## src/rtl/sdf_feedback_buf_pkg.sv

```systemverilog
// Shared constants and helpers for the SDF feedback buffer stage.
// Widths, default stage geometry and the downstream butterfly pipeline delays.
package sdf_feedback_buf_pkg;

  localparam int LOGQ = 64;

  // Butterfly pipeline breakdown; the stage must know the total round-trip delay.
  localparam int DELAY_ADD = 1;
  localparam int DELAY_MUL = 4;
  localparam int DELAY_RED = 2;

  localparam int DEFAULT_DEPTH   = 8;
  localparam int DEFAULT_BTF_LAT = DELAY_ADD + DELAY_MUL + DELAY_RED;

  function automatic int clog2(input int value);
    int r;
    int v;
    r = 0;
    v = value - 1;
    while (v > 0) begin
      r = r + 1;
      v = v >> 1;
    end
    return r;
  endfunction

endpackage

```

## src/rtl/sdf_feedback_buf_if.sv

```systemverilog
// Stream-in / butterfly / stream-out signal bundle of one SDF stage.
// The slave modport is the buffer itself; master is the surrounding datapath.
interface sdf_feedback_buf_if #(
  parameter int LOGQ  = sdf_feedback_buf_pkg::LOGQ,
  parameter int DEPTH = sdf_feedback_buf_pkg::DEFAULT_DEPTH
);
  localparam int AW = sdf_feedback_buf_pkg::clog2(DEPTH);

  logic            in_valid;
  logic [LOGQ-1:0] in_data;
  logic [LOGQ-1:0] btf_in_a;
  logic [LOGQ-1:0] btf_in_b;
  logic            btf_in_valid;
  logic [AW-1:0]   btf_w_addr;
  logic [LOGQ-1:0] btf_out_a;
  logic [LOGQ-1:0] btf_out_b;
  logic            out_valid;
  logic [LOGQ-1:0] out_data;

  modport master (
    output in_valid, in_data, btf_out_a, btf_out_b,
    input  btf_in_a, btf_in_b, btf_in_valid, btf_w_addr, out_valid, out_data
  );

  modport slave (
    input  in_valid, in_data, btf_out_a, btf_out_b,
    output btf_in_a, btf_in_b, btf_in_valid, btf_w_addr, out_valid, out_data
  );

endinterface

```

## src/rtl/sdf_feedback_buf_shiftreg.sv

```systemverilog
// Fixed-length delay line of DEPTH registers, WIDTH bits wide.
// Cleared by reset so no stale tokens survive a restart.
module sdf_feedback_buf_shiftreg #(
  parameter int DEPTH = 1,
  parameter int WIDTH = 1
) (
  input  logic             clk,
  input  logic             rst,
  input  logic [WIDTH-1:0] din,
  output logic [WIDTH-1:0] dout
);

  logic [WIDTH-1:0] pipe [DEPTH];

  always_ff @(posedge clk or posedge rst) begin
    if (rst) begin
      for (int i = 0; i < DEPTH; i++) begin
        pipe[i] <= '0;
      end
    end else begin
      pipe[0] <= din;
      for (int i = 1; i < DEPTH; i++) begin
        pipe[i] <= pipe[i-1];
      end
    end
  end

  assign dout = pipe[DEPTH-1];

endmodule

```

## src/rtl/sdf_feedback_buf.sv

```systemverilog
// Single-path delay feedback stage: pairs x[k] with x[k+D] for the butterfly,
// then reorders its results into a0..a(D-1), b0..b(D-1) on the output stream.
module sdf_feedback_buf
  import sdf_feedback_buf_pkg::clog2;
#(
  parameter int LOGQ    = sdf_feedback_buf_pkg::LOGQ,
  parameter int DEPTH   = sdf_feedback_buf_pkg::DEFAULT_DEPTH,
  parameter int BTF_LAT = sdf_feedback_buf_pkg::DEFAULT_BTF_LAT,
  parameter int STAGE   = 0
) (
  input  logic              clk,
  input  logic              rst,
  sdf_feedback_buf_if.slave bus
);

  localparam int AW = clog2(DEPTH);
  localparam logic [AW-1:0] LAST_IDX = AW'(DEPTH - 1);

  logic [AW:0]     in_cnt;
  logic [AW-1:0]   res_cnt;
  logic [AW-1:0]   drain_cnt;
  logic            drain_active;
  logic            ret_valid;
  logic            second_half;
  logic [AW-1:0]   pair_idx;

  logic [LOGQ-1:0] pair_mem [DEPTH];
  logic [LOGQ-1:0] b_mem    [DEPTH];

  // in_cnt spans exactly 2D, so its MSB marks the second half and the low bits index the pair.
  assign second_half = in_cnt[AW];
  assign pair_idx    = in_cnt[AW-1:0];

  always_ff @(posedge clk) begin
    if (bus.in_valid && !second_half) begin
      pair_mem[pair_idx] <= bus.in_data;
    end
    if (ret_valid) begin
      b_mem[res_cnt] <= bus.btf_out_b;
    end
  end

  always_ff @(posedge clk or posedge rst) begin
    if (rst) begin
      in_cnt           <= '0;
      bus.btf_in_valid <= 1'b0;
      bus.btf_in_a     <= '0;
      bus.btf_in_b     <= '0;
      bus.btf_w_addr   <= '0;
    end else begin
      bus.btf_in_valid <= 1'b0;
      if (bus.in_valid) begin
        in_cnt <= in_cnt + (AW+1)'(1);
        if (second_half) begin
          bus.btf_in_a     <= pair_mem[pair_idx];
          bus.btf_in_b     <= bus.in_data;
          bus.btf_w_addr   <= pair_idx;
          bus.btf_in_valid <= 1'b1;
        end
      end
    end
  end

  sdf_feedback_buf_shiftreg #(
    .DEPTH (BTF_LAT),
    .WIDTH (1)
  ) u_valid_dly (
    .clk  (clk),
    .rst  (rst),
    .din  (bus.btf_in_valid),
    .dout (ret_valid)
  );

  // The a-results and the b-drain never overlap, so drain simply takes priority.
  always_ff @(posedge clk or posedge rst) begin
    if (rst) begin
      res_cnt       <= '0;
      drain_cnt     <= '0;
      drain_active  <= 1'b0;
      bus.out_valid <= 1'b0;
      bus.out_data  <= '0;
    end else begin
      bus.out_valid <= ret_valid | drain_active;
      if (drain_active) begin
        bus.out_data <= b_mem[drain_cnt];
        drain_cnt    <= drain_cnt + AW'(1);
        if (drain_cnt == LAST_IDX) begin
          drain_active <= 1'b0;
        end
      end else if (ret_valid) begin
        bus.out_data <= bus.btf_out_a;
      end
      if (ret_valid) begin
        res_cnt <= res_cnt + AW'(1);
        if (res_cnt == LAST_IDX) begin
          drain_active <= 1'b1;
          drain_cnt    <= '0;
        end
      end
    end
  end

  a_no_ret_during_drain: assert property (@(posedge clk) disable iff (rst)
    !(ret_valid && drain_active))
    else $error("stage %0d: butterfly result arrived during b drain", STAGE);

endmodule

```

## src/flat_wrapper.sv

```systemverilog
// flat-port wrapper written by rule: the top's interface ports become plain ports
module sdf_feedback_buf_flat import sdf_feedback_buf_pkg::clog2;
#(
  parameter int LOGQ    = sdf_feedback_buf_pkg::LOGQ,
  parameter int DEPTH   = sdf_feedback_buf_pkg::DEFAULT_DEPTH,
  parameter int BTF_LAT = sdf_feedback_buf_pkg::DEFAULT_BTF_LAT,
  parameter int STAGE   = 0
)
  (clk, rst, bus_in_valid, bus_in_data, bus_btf_out_a, bus_btf_out_b, bus_btf_in_a, bus_btf_in_b, bus_btf_in_valid, bus_btf_w_addr, bus_out_valid, bus_out_data);
  sdf_feedback_buf_if #(.LOGQ(LOGQ), .DEPTH(DEPTH)) bus_i ();
  input  logic clk;
  input  logic rst;
  input wire logic [$bits(bus_i.in_valid)-1:0] bus_in_valid;
  input wire logic [$bits(bus_i.in_data)-1:0] bus_in_data;
  input wire logic [$bits(bus_i.btf_out_a)-1:0] bus_btf_out_a;
  input wire logic [$bits(bus_i.btf_out_b)-1:0] bus_btf_out_b;
  output wire logic [$bits(bus_i.btf_in_a)-1:0] bus_btf_in_a;
  output wire logic [$bits(bus_i.btf_in_b)-1:0] bus_btf_in_b;
  output wire logic [$bits(bus_i.btf_in_valid)-1:0] bus_btf_in_valid;
  output wire logic [$bits(bus_i.btf_w_addr)-1:0] bus_btf_w_addr;
  output wire logic [$bits(bus_i.out_valid)-1:0] bus_out_valid;
  output wire logic [$bits(bus_i.out_data)-1:0] bus_out_data;
  assign bus_i.in_valid = bus_in_valid;
  assign bus_i.in_data = bus_in_data;
  assign bus_i.btf_out_a = bus_btf_out_a;
  assign bus_i.btf_out_b = bus_btf_out_b;
  assign bus_btf_in_a = bus_i.btf_in_a;
  assign bus_btf_in_b = bus_i.btf_in_b;
  assign bus_btf_in_valid = bus_i.btf_in_valid;
  assign bus_btf_w_addr = bus_i.btf_w_addr;
  assign bus_out_valid = bus_i.out_valid;
  assign bus_out_data = bus_i.out_data;
  sdf_feedback_buf #(.LOGQ(LOGQ), .DEPTH(DEPTH), .BTF_LAT(BTF_LAT), .STAGE(STAGE)) u_core (.clk(clk), .rst(rst), .bus(bus_i));
endmodule
```

## config.mk

```make
export PLATFORM = sky130hd
export DESIGN_NAME = sdf_feedback_buf_flat
export DESIGN_NICKNAME = d
export VERILOG_FILES = /design/src/rtl/sdf_feedback_buf_pkg.sv /design/src/rtl/sdf_feedback_buf_if.sv /design/src/rtl/sdf_feedback_buf_shiftreg.sv /design/src/rtl/sdf_feedback_buf.sv /design/src/flat_wrapper.sv
export SDC_FILE = /design/constraint.sdc
export NUM_CORES = 1
export LEC_CHECK = 0
export CAP_MARGIN = 0
export CORE_ASPECT_RATIO = 1.4
export CORE_MARGIN = 4
export CORE_UTILIZATION = 40
export DETAILED_ROUTE_END_ITERATION = 7
export MAX_ROUTING_LAYER = met4
export SLEW_MARGIN = 20
export SYNTH_ARGS = -nofsm -noshare
export SYNTH_HDL_FRONTEND = slang
export SYNTH_SLANG_ARGS = --single-unit
```

## constraint.sdc

```tcl
create_clock -name clk -period 22.3 [get_ports clk]
set_input_delay 4.46 -clock clk [delete_from_list [all_inputs] [get_ports clk]]
set_output_delay 4.46 -clock clk [all_outputs]
set_load 0.005 [all_outputs]
```

==> key figures <==
Clock network
  – CTS Buf Count: 112
  – Htree depth: 3
  – Clock Tree Buf Depth: 3
  – Skew-Pair Late Insertion Delay: 710 ps
  – Clock sinks: 1239
  – # Post-CTS Setup Buffers: 0
  – Post_cts resized: 0
  – Worst-path clk slew: 60 ps
  – Hold-fix buffers at CTS: 0
  – Root buf cell: clkbuf_16
  – CTS tree: built

Yosys
  – #FFs+latches synth: 1239
  – Post-synthesis mux area share: 11.76%
  – FFs w/ async S/R, synth: 17.35%
  – Cell taking the most area after synthesis: edfxtp_1
  – Post-Synth Simple-Gate Area: 3.879%
  – Yosys cell types: 52
  – Main combinational cell family by area after synthesis: multiplexers
  – Commonest cells post-synth: edfxtp_1, nand2_1, dfrtp_1
  – Synth Area in Compound Gates: 5.684%
  – Seq/Total Area, Yosys: 76.56%
  – Adder-Cell Fraction of Synth Area: 0.1326%
  – Syn Nets: 2787
  – Synth Flop Type: edfxtp_1
  – Synth top area cells: edfxtp_1, dfrtp_1, mux4_2, mux2i_1, nand2_1
  – Synthesis Warnings: 0
  – Yosys top cell area share: 65.16%
  – Mean Syn Cell Area: 18.24 sq um
  – Mapped Area: 0.04719 sq mm
  – Number of synthesized flops with an enable pin: 1024
  – Most common cell in the netlist: edfxtp_1
  – Post-Syn Instances: 2587
  – Xor/xnor share of the synthesized area: 0.07424%

Worst setup path
  – CP max-delay cell: nor2_4
  – RR Endpoint: u_core.pair_mem[7][31]
  – Req. time, crit path: 22630 ps
  – Worst R2R Path Depth: 4
  – CP endpoint kind: register
  – Reg2reg start: u_core.in_cnt[2]
  – Critical path's largest stage delay: 840 ps
  – CP cell instances: clkdlybuf4s50_1 -> nand2b_1 -> or2_2 -> nor2_4 -> buf_4
  – Reg-to-reg slack, setup: 18300 ps
  – WS Path Type: primary input to register
  – CP bufs+invs: 2
  – Top Family by Delay on Critical Path: simple AND/OR/NAND/NOR gates
  – Worst-path fanout max: 36
  – CP Launch Type: primary input
  – CP arrival: 7310 ps

Power
  – PD cells: 127.3 mW/mm^2
  – Maximum VDD drop: 0.07526 mV
  – Leak pwr: 0.01908 uW
  – PnR Total Power: 7178 uW

Global routing
  – Total global routing overflow: 0
  – Vias in the first global route: 26250
  – First-pass GRT wire length: 168.0 mm
  – Antenna violations before repair: 13
  – Global Route Usage Sum: 18.41%
  – Largest net degree at the start of global routing: 110

Die
  – Width of the die: 298.3 microns
  – Starting Density: 40.45%
  – Die footprint: 0.1236 sq mm
  – I/O pin cnt: 392
  – Die height: 414.4 microns
  – Core box area: 0.1167 sq mm
  – Row Count: 148

Placed design
  – # port buffers: 391
  – RD Place Congestion: 0.7566
  – Post-DP HPWL: 65.22 mm

Timing
  – Setup violators final: 0
  – Worst slew pin tran: 1132 ps
  – Fin. max-slew vios: 0
  – Final hold vios: 0
  – Max-slew headroom: 24.10%
  – F_max: 143.3 MHz
  – Final min period: 6977 ps
  – Tcrit/Tclk final: 31.29%
  – RSZ-0062 raised after global routing: false
  – Worst Skew: 21.83 ps
  – Setup TNS: 0 ps

Run
  – Max Cap Viol: 0

Routing
  – Vias per cell: 5.394
  – Initial DRC Count: 1775
  – Via count: 24790
  – DRT Pass-1 Iters: 5
  – Drt drc: 0
  – DR WL/cell: 24.28 microns
  – Antenna-violating nets left: 0
  – Final wirelength: 111.6 mm

Finish
  – Share of layout cells above drive strength 1: 15.08%
  – Fin nets: 3185
  – Synth-to-Final Area Change: 19.51%

Worst hold path
  – Worst min-delay path class: register to register
  – Hold path depth: 0
  – Hold_sp: u_core.u_valid_dly.pipe[1]
  – Hold Crit Endpoint: u_core.u_valid_dly.dout

Run status
  – Outcome: completed
layer usage:
layer	routed length [microns]	vias to the layer above	GRT usage, %
met5	0	-	-
met4	2146	0	4.850
met3	6915	128	3.810
met2	57730	742	31.69
met1	44800	12910	22.22
li1	-	11010	-
power by group:
| part | leakage, uW | switching (uW) | total, uW | internal [uW] |
|---|---|---|---|---|
| combinational | 0.00554 | 1080 | 2100 | 1020 |
| sequential | 0.0118 | 277 | 3170 | 2900 |
| clock | 0.00178 | 826 | 1910 | 1080 |
sequential cells by signal, summed over array words and instances, names as in the netlist:
register                 flops
u_core.bus.btf_w_addr        3
u_core.u_valid_dly.dout      1
u_core.bus.btf_in_b         64
u_core.b_mem               512
u_core.bus.out_valid         1
u_core.in_cnt                4
u_core.drain_cnt             3
u_core.bus.btf_in_a         64
u_core.bus.btf_in_valid      1
u_core.bus.out_data         64
u_core.u_valid_dly.pipe      6
u_core.res_cnt               3
u_core.pair_mem            512
u_core.drain_active          1
area by class of cell:
class	count	area [sq um]
diodes	13	32.53
clock buffers	163	3167
clock inverters	49	510.5
fillers	9736	60260
inverters	6	32.53
multi-input cells	1182	10280
flip-flops and latches	1239	36160
well taps	1500	1877
repair buffers	444	4339
through the flow:
step | hold WS, ps | utilization [%] | setup WS, ps | cell area [sq um] | std cells
2_1_floorplan | 331.2 | - | 11960 | 47190 | 2587
4_1_cts | 342.6 | 48.29 | 15320 | 56330 | 4582
3_3_place_gp | 337.1 | 45.13 | 14580 | 52650 | 4370
6_report | 339.1 | 48.34 | 15320 | 56400 | 4596
5_1_grt | 343.3 | 48.34 | 15210 | 56400 | 4596
3_5_place_dp | 338.6 | 45.13 | 14570 | 52650 | 4370
layout by cell type, fill, tap and decap left out, types with 5 or more instances in the layout:
cell type,Yosys,routed
edfxtp_1,1024,1024
clkdlybuf4s50_1,0,391
nand2_1,228,227
dfrtp_1,215,207
mux4_2,150,150
mux2i_1,146,146
a21oi_1,123,123
clkbuf_16,0,114
nor2b_1,72,70
a211oi_1,65,65
nor2_1,75,64
mux2_2,61,61
buf_4,28,50
o21ai_0,46,46
clkbuf_1,62,36
a221oi_1,34,34
a22oi_1,28,28
a31oi_1,20,20
a221o_1,17,17
clkinv_1,2,14
o22a_1,14,14
clkinv_2,0,14
diode_2,0,13
clkbuf_8,0,13
nor2_4,0,10
a22o_1,10,10
nand2b_1,8,8
bufinv_16,0,8
dfrtp_4,0,8
nand3_1,7,7
nor3_2,0,6
and2_1,6,6
o211ai_1,6,6
a222oi_1,6,6
a21o_1,6,6
clkinvlp_4,0,6
a32oi_1,5,5
ha_1,5,5
logic make-up (layout without fill, tap and decap cells):
| family | Yosys count | in the layout |
|---|---|---|
| xor gates and xnor gates | 4 | 4 |
| DFF | 1239 | 1239 |
| and+or+nand+nor | 416 | 416 |
| AOI/OAI and AO/OA | 398 | 398 |
| muxes | 359 | 359 |
| buffers and inverters | 166 | 662 |
| adders and majority gates | 5 | 5 |
| other | 0 | 13 |
worst max path at each step:
stage,from,depth (start not counted),slack (ps),to
2_1_floorplan,rst,1,11960,u_core.bus.btf_in_a[0]
3_3_place_gp,bus_in_valid,5,14580,u_core.pair_mem[7][12]
3_5_place_dp,bus_in_valid,5,14570,u_core.pair_mem[7][12]
4_1_cts,bus_in_valid,5,15320,u_core.pair_mem[7][17]
5_1_grt,bus_in_valid,5,15210,u_core.pair_mem[7][15]
6_report,bus_in_valid,5,15320,u_core.pair_mem[7][31]
Power figures use the tool's default switching activity.
